`config.mk`:
```
export PLATFORM = sky130hd
export DESIGN_NAME = binary_to_bcd_seq
export DESIGN_NICKNAME = d
export VERILOG_FILES = /design/src/rtl/bcd_pkg.sv /design/src/rtl/bcd_digit_adj.sv /design/src/rtl/binary_to_bcd_seq.sv
export SDC_FILE = /design/constraint.sdc
export NUM_CORES = 1
export LEC_CHECK = 0
export CAP_MARGIN = 20
export CELL_PAD_IN_SITES_DETAIL_PLACEMENT = 0
export CELL_PAD_IN_SITES_GLOBAL_PLACEMENT = 2
export CORE_ASPECT_RATIO = 0.9
export CORE_MARGIN = 3
export CORE_UTILIZATION = 36
export DETAILED_ROUTE_END_ITERATION = 6
export HOLD_SLACK_MARGIN = 0.1
export PLACE_DENSITY_LB_ADDON = 0.1
export SETUP_SLACK_MARGIN = 0.05
export SYNTH_ARGS = -nofsm -noshare
export SYNTH_HDL_FRONTEND = slang
export SYNTH_HIERARCHICAL = 1
export SYNTH_SLANG_ARGS = --single-unit
export TNS_END_PERCENT = 5
```
`constraint.sdc`:
```
create_clock -name clk -period 3.05 [get_ports clk]
set_clock_uncertainty 0.2 [all_clocks]
set_input_delay 0.4575 -clock clk [delete_from_list [all_inputs] [get_ports clk]]
set_output_delay 0.4575 -clock clk [all_outputs]
set_load 0.05 [all_outputs]
```
`src/rtl/bcd_pkg.sv`:
```
// Shared types and constants for the sequential binary-to-BCD converter.
package bcd_pkg;

  typedef enum logic {
    IDLE  = 1'b0,
    SHIFT = 1'b1
  } state_e;

  localparam int         BCD_DIGIT_W = 4;
  localparam logic [3:0] ADJ_THRESH  = 4'd5;
  localparam logic [3:0] ADJ_ADD     = 4'd3;

  // Smallest digit count whose decimal range covers every WIDTH-bit value.
  function automatic int min_bcd_digits(input int width);
    longint unsigned max_val;
    longint unsigned pow10;
    int              n;
    max_val = (64'd1 << width) - 64'd1;
    pow10   = 64'd10;
    n       = 1;
    for (int i = 0; i < 20; i++) begin
      if (pow10 <= max_val) begin
        pow10 = pow10 * 64'd10;
        n     = n + 1;
      end
    end
    return n;
  endfunction

endpackage

```
`src/rtl/bcd_digit_adj.sv`:
```
// One double-dabble digit correction: add 3 to any digit of 5 or more.
module bcd_digit_adj
  import bcd_pkg::*;
(
  input  logic [BCD_DIGIT_W-1:0] digit_i,
  output logic [BCD_DIGIT_W-1:0] digit_o
);

  assign digit_o = (digit_i >= ADJ_THRESH) ? digit_i + ADJ_ADD : digit_i;

endmodule

```
`src/rtl/binary_to_bcd_seq.sv`:
```
// Sequential binary-to-BCD converter: one shift-and-add-3 step per clock,
// result published on bcd with a one-cycle done pulse.
module binary_to_bcd_seq
  import bcd_pkg::*;
#(
  parameter int WIDTH  = 8,
  parameter int DIGITS = 3
) (
  input  logic                  clk,
  input  logic                  rst_n,
  input  logic                  start,
  input  logic [WIDTH-1:0]      bin,
  output logic                  busy,
  output logic                  done,
  output logic [4*DIGITS-1:0]   bcd
);

  localparam int                ACC_W    = BCD_DIGIT_W * DIGITS;
  localparam int                CNT_W    = $clog2(WIDTH + 1);
  localparam logic [CNT_W-1:0]  CNT_INIT = CNT_W'(WIDTH);
  localparam logic [CNT_W-1:0]  CNT_LAST = CNT_W'(1);

  if (WIDTH < 4 || WIDTH > 16 || DIGITS < min_bcd_digits(WIDTH)) begin : g_param_err
    $error("binary_to_bcd_seq: illegal WIDTH/DIGITS combination");
  end

  state_e              state_q;
  logic [WIDTH-1:0]    bin_q;
  logic [WIDTH-1:0]    bin_d;
  logic [ACC_W-1:0]    acc_q;
  logic [ACC_W-1:0]    acc_adj;
  logic [ACC_W-1:0]    acc_d;
  logic [CNT_W-1:0]    cnt_q;
  logic [ACC_W-1:0]    bcd_q;
  logic                busy_q;
  logic                done_q;

  for (genvar g = 0; g < DIGITS; g++) begin : g_adj
    bcd_digit_adj u_adj (
      .digit_i (acc_q[g*BCD_DIGIT_W +: BCD_DIGIT_W]),
      .digit_o (acc_adj[g*BCD_DIGIT_W +: BCD_DIGIT_W])
    );
  end

  // Adjust first, then shift the operand MSB into the accumulator.
  assign acc_d = {acc_adj[ACC_W-2:0], bin_q[WIDTH-1]};
  assign bin_d = {bin_q[WIDTH-2:0], 1'b0};

  always_ff @(posedge clk) begin
    if (!rst_n) begin
      state_q <= IDLE;
      bin_q   <= '0;
      acc_q   <= '0;
      cnt_q   <= '0;
      bcd_q   <= '0;
      busy_q  <= 1'b0;
      done_q  <= 1'b0;
    end else begin
      done_q <= 1'b0;
      case (state_q)
        IDLE: begin
          if (start) begin
            bin_q   <= bin;
            acc_q   <= '0;
            cnt_q   <= CNT_INIT;
            state_q <= SHIFT;
            busy_q  <= 1'b1;
          end
        end
        SHIFT: begin
          acc_q <= acc_d;
          bin_q <= bin_d;
          cnt_q <= cnt_q - CNT_LAST;
          if (cnt_q == CNT_LAST) begin
            bcd_q   <= acc_d;
            done_q  <= 1'b1;
            state_q <= IDLE;
            busy_q  <= 1'b0;
          end
        end
      endcase
    end
  end

  assign busy = busy_q;
  assign done = done_q;
  assign bcd  = bcd_q;

endmodule

```
Word-level counts from Yosys, hierarchy flattened. Index checks and enable logic that the tools add are counted.

Mux-type cells: 16. $add $sub $neg: 4. Bitwise operators: 1. Equality and inequality tests: 3. Reduce and logical (&&, ||, !) cells: 3. Magnitude comparators: 3.

Operator list (number): one-hot mux 12 bit (2 select lines) (1); one-hot mux 8 bit (2 select lines) (1); greater-or-equal comparator 4 x 3 -> 1 bit, second input constant (3); 2-to-1 mux 12 bit (1); 2-to-1 mux 4 bit (3); adder 4 x 2 -> 4 bit, second input constant (2); 2-to-1 mux 8 bit (1); one-hot mux 4 bit (2 select lines) (1); AND reduction 2 bit (3); 2-to-1 mux 1 bit (5); == test 4 x 1 -> 1 bit, second input constant (1); one-hot mux 1 bit (2 select lines) (2); subtractor 4 x 1 -> 4 bit, second input constant (1); adder 3 x 2 -> 3 bit, second input constant (1); 2-to-1 mux 3 bit (1); inequality test 2 x 1 -> 1 bit, second input constant (1); inequality test 2 bit, second input constant (1); inverter 1 bit (1).

Output and inout port bits: 14. Input port bits: 11. Flip-flop bits (word level): 39.

Logic depth before layout (Yosys ltp).
Depth after elaboration: 3. Mapped depth: 7. Depth with buffers taken out: 7.

By module. The synthesis kept the hierarchy.

Modules (own cells, without submodules): binary_to_bcd_seq (times used 1, area each 1567.8 um^2, cells an instance 153); bcd_digit_adj (times used 3, area each 101.3 um^2, cells an instance 16).

Least setup slack after synthesis. OpenSTA, ideal clock, no wires.

Path type: register to register. Start: register acc_q[5]. End: register acc_q[6]. Clock period less this slack: 1.532 ns. Arrival: 1.267 ns. Path buffers: 0. Cell stages (with the launch flop): 8. Path slack: 1.518 ns. Data required time: 2.785 ns. Library setup time: 0.065 ns. Cells stage by stage: dfxtp_1 > inv_1 > ha_1 > nand2b_1 > a21oi_2 > mux2i_1 > a21oi_1 > nor2b_1.

Word-level cells in the longest chain between the ends: 3.

Ends and longest elaborated chain: from (decl) (RTL line binary_to_bcd_seq.sv:30) `logic [ACC_W-1:0] acc_q;`; from (signal assigned) (RTL line binary_to_bcd_seq.sv:53) `acc_q <= '0;`; from (signal assigned) (RTL line binary_to_bcd_seq.sv:64) `acc_q <= '0;`; from (signal assigned) (RTL line binary_to_bcd_seq.sv:71) `acc_q <= acc_d;`; adder 4 x 2 -> 4 bit or greater-or-equal comparator 4 x 3 -> 1 bit (tied branches) (RTL line bcd_digit_adj.sv:9) `assign digit_o = (digit_i >= ADJ_THRESH) ? digit_i + ADJ_ADD : digit_i;`; 2-to-1 mux 4 bit (*) (RTL line bcd_digit_adj.sv:9); via acc_adj[5] (RTL line binary_to_bcd_seq.sv:31) `logic [ACC_W-1:0] acc_adj;`; one-hot mux 12 bit (2 select lines) (*) (RTL line binary_to_bcd_seq.sv:60) `case (state_q)`.

The timed path passes the listed nets; every way through them passes the cells marked *. A chain may end at the register's enable or synchronous reset.

Worst setup path after layout.
Start: register bcd_q[9], in the netlist bcd[9]. End: output bcd[9].

RTL lines: from (decl) (RTL line binary_to_bcd_seq.sv:34) `logic [ACC_W-1:0] bcd_q;`; from (signal assigned) (RTL line binary_to_bcd_seq.sv:55) `bcd_q <= '0;`; from (signal assigned) (RTL line binary_to_bcd_seq.sv:75) `bcd_q <= acc_d;`; to (decl) (RTL line binary_to_bcd_seq.sv:15) `output logic [4*DIGITS-1:0] bcd`.

No word-level cell between the ends.

==> results.cfg <==
[power_and_ir_drop]
p_sw_share_pct = 24.3
ir_drop_v = 0.000231
p_leak_nw = 0.842
total_power_mw = 0.961
pwr-share-seq_pct = 55.9
clkPwrFrac_pct = 34.7
p_switching_mw = 0.233
power_frac_comb_pct = 9.4
power_density_mw_per_mm2 = 437
internal-power_mw = 0.728

[final_layout]
synthToLayoutAreaGrowth_pct = 18.7
multi_input_area_um2 = 962
fill_cells = 478
final_net_count = 238
ff_latch_area_um2 = 781
final_cells = 285
diodes = 0
drive_above_1_share_pct = 8.64

[setup_path]
slowest_delay_ps = 820
cp_data_required_time_ps = 2390
cp.arrival_ps = 1450
start_kind = flop
crit_path_cell_trace = clkdlybuf4s50_1
cp_top_family = buffers and inverters
path_class = flop to primary output
crit_buf_inv = 1
crit_fanout = 2
endpoint_kind = primary output
crit_slowest_cell = clkdlybuf4s50_1

[timing]
max_clock_freq_mhz = 474
fin_setup_tns_ps = 0
hold_viol = 0
max-slew-margin-rel_pct = 55.9
fin_crit_ps = 2110
finalCritPeriodShare_pct = 69.2
rsz0062_at_grt = no
drv_slew = 0
setup_violations = 0
holdWs_ps = 273
tightest_slew_ps = 661

[drt]
routed_wl_um = 3650
drtIter0Drc = 77
via_per_inst = 4.88
drc = 0
ant_nets = 0
drt-wirelength-per-cell_um = 12.8
drtPass1Iterations = 4
vias = 1390

[yosys]
netlist_instances = 197
ys_warn_count = 6
syn_avg_cell_area_um2 = 9.40
syn_area_mm2 = 0.00185
synth_nets = 216

[place]
port_buffers = 24
routabilityCongestion = 0.735
dp_hpwl_um = 2480
placed_cells = 277

[die]
io_pins = 25
fp.dieH_um = 74.0
core_mm2 = 0.00489
die_w_um = 81.6
row_count = 24
floorplan.initialDensity_pct = 37.8
die_area_mm2 = 0.00604

[clock_network]
ctsLongestPathBuffers = 2
hold_buffers = 0
cts_max_level = 2
post_cts_buffers = 0
insertion_delay_ps = 280
cts_made_buffers = 5
path_clk_slew_ps = 70
cts.sink_count = 39
cts_root_buf = clkbuf_8
cts_tree = built
cts_resized = 0

[run]
cap_violations = 0

[global_routing]
grt_overflow = 0
grt_max_degree = 29
grt_pass1_wl_um = 6200
grt_antenna_before_repair = 0
grt_use_total_pct = 13.5
grt_pass1_vias = 1369

[run_status]
status = complete, no violations

[hold_path]
min-delay-path-class = flop to flop
[layer usage]
metal | part of all wire [%] | track usage [%] | wire, um | vias up
met2 | 50 | 23.0 | 1830 | 23
met1 | 44 | 15.7 | 1620 | 650
met3 | 3.8 | 4.00 | 139 | 7
met5 | 0 | 0 | 0 | -
met4 | 1.5 | 6.27 | 55 | 0
li1 | - | - | - | 710
[placed cells by master (no fill, tap or decap), types with 4 or more instances in the layout]
cell type / count
clkbuf_8: 5
a21oi_1: 12
o21ai_0: 10
a22o_1: 9
clkdlybuf4s50_1: 24
and2_1: 7
nor3b_1: 13
mux2i_1: 12
inv_1: 8
nand2b_1: 5
nor2_1: 4
nand2_1: 18
dfxtp_1: 39
nor2b_1: 16
ha_1: 8
[power by group through the flow]
stage                     sequential (mW)  clock [mW]  combinational [mW]
after floorplan                     0.547           0              0.0653
after global placement              0.549           0              0.0884
after detailed placement            0.550           0              0.0916
after CTS                           0.538       0.350              0.0919
after global routing                0.541       0.367               0.100
final                               0.537       0.333              0.0907
[final cells by class]
cell class,instances,share of cell area [%]
clock buffers,7,3.47
well taps,65,3.70
flip-flops and latches,39,35.5
multi-input cells,138,43.8
inverters,8,1.37
clock inverters,1,0.228
repair buffers,27,12.0
[metrics by stage]
stage | util (%) | setup WS (ps) | area (um2)
final | 44.9 | 938 | 2200
after floorplan | - | 1520 | 1850
after global placement | 43.3 | 1060 | 2120
after detailed placement | 43.3 | 1020 | 2120
after CTS | 44.9 | 928 | 2200
after global routing | 44.9 | 891 | 2200
[registers in the layout (all words and copies together), names as in the netlist]
signal	flops
acc_q	12
bcd	12
bin_q	8
cnt_q	4
busy	1
done	1
state_q	1
[final timing paths]
path	slack, ps	cells past startpoint	to	startpoint
worst max-delay path	940	1	bcd[9]	bcd[9]
worst min-delay path	270	1	busy	busy
worst max register to register	1170	3	bcd[10]	state_q
worst min register to register	270	1	busy	busy
(Power assumes the default switching activity.)
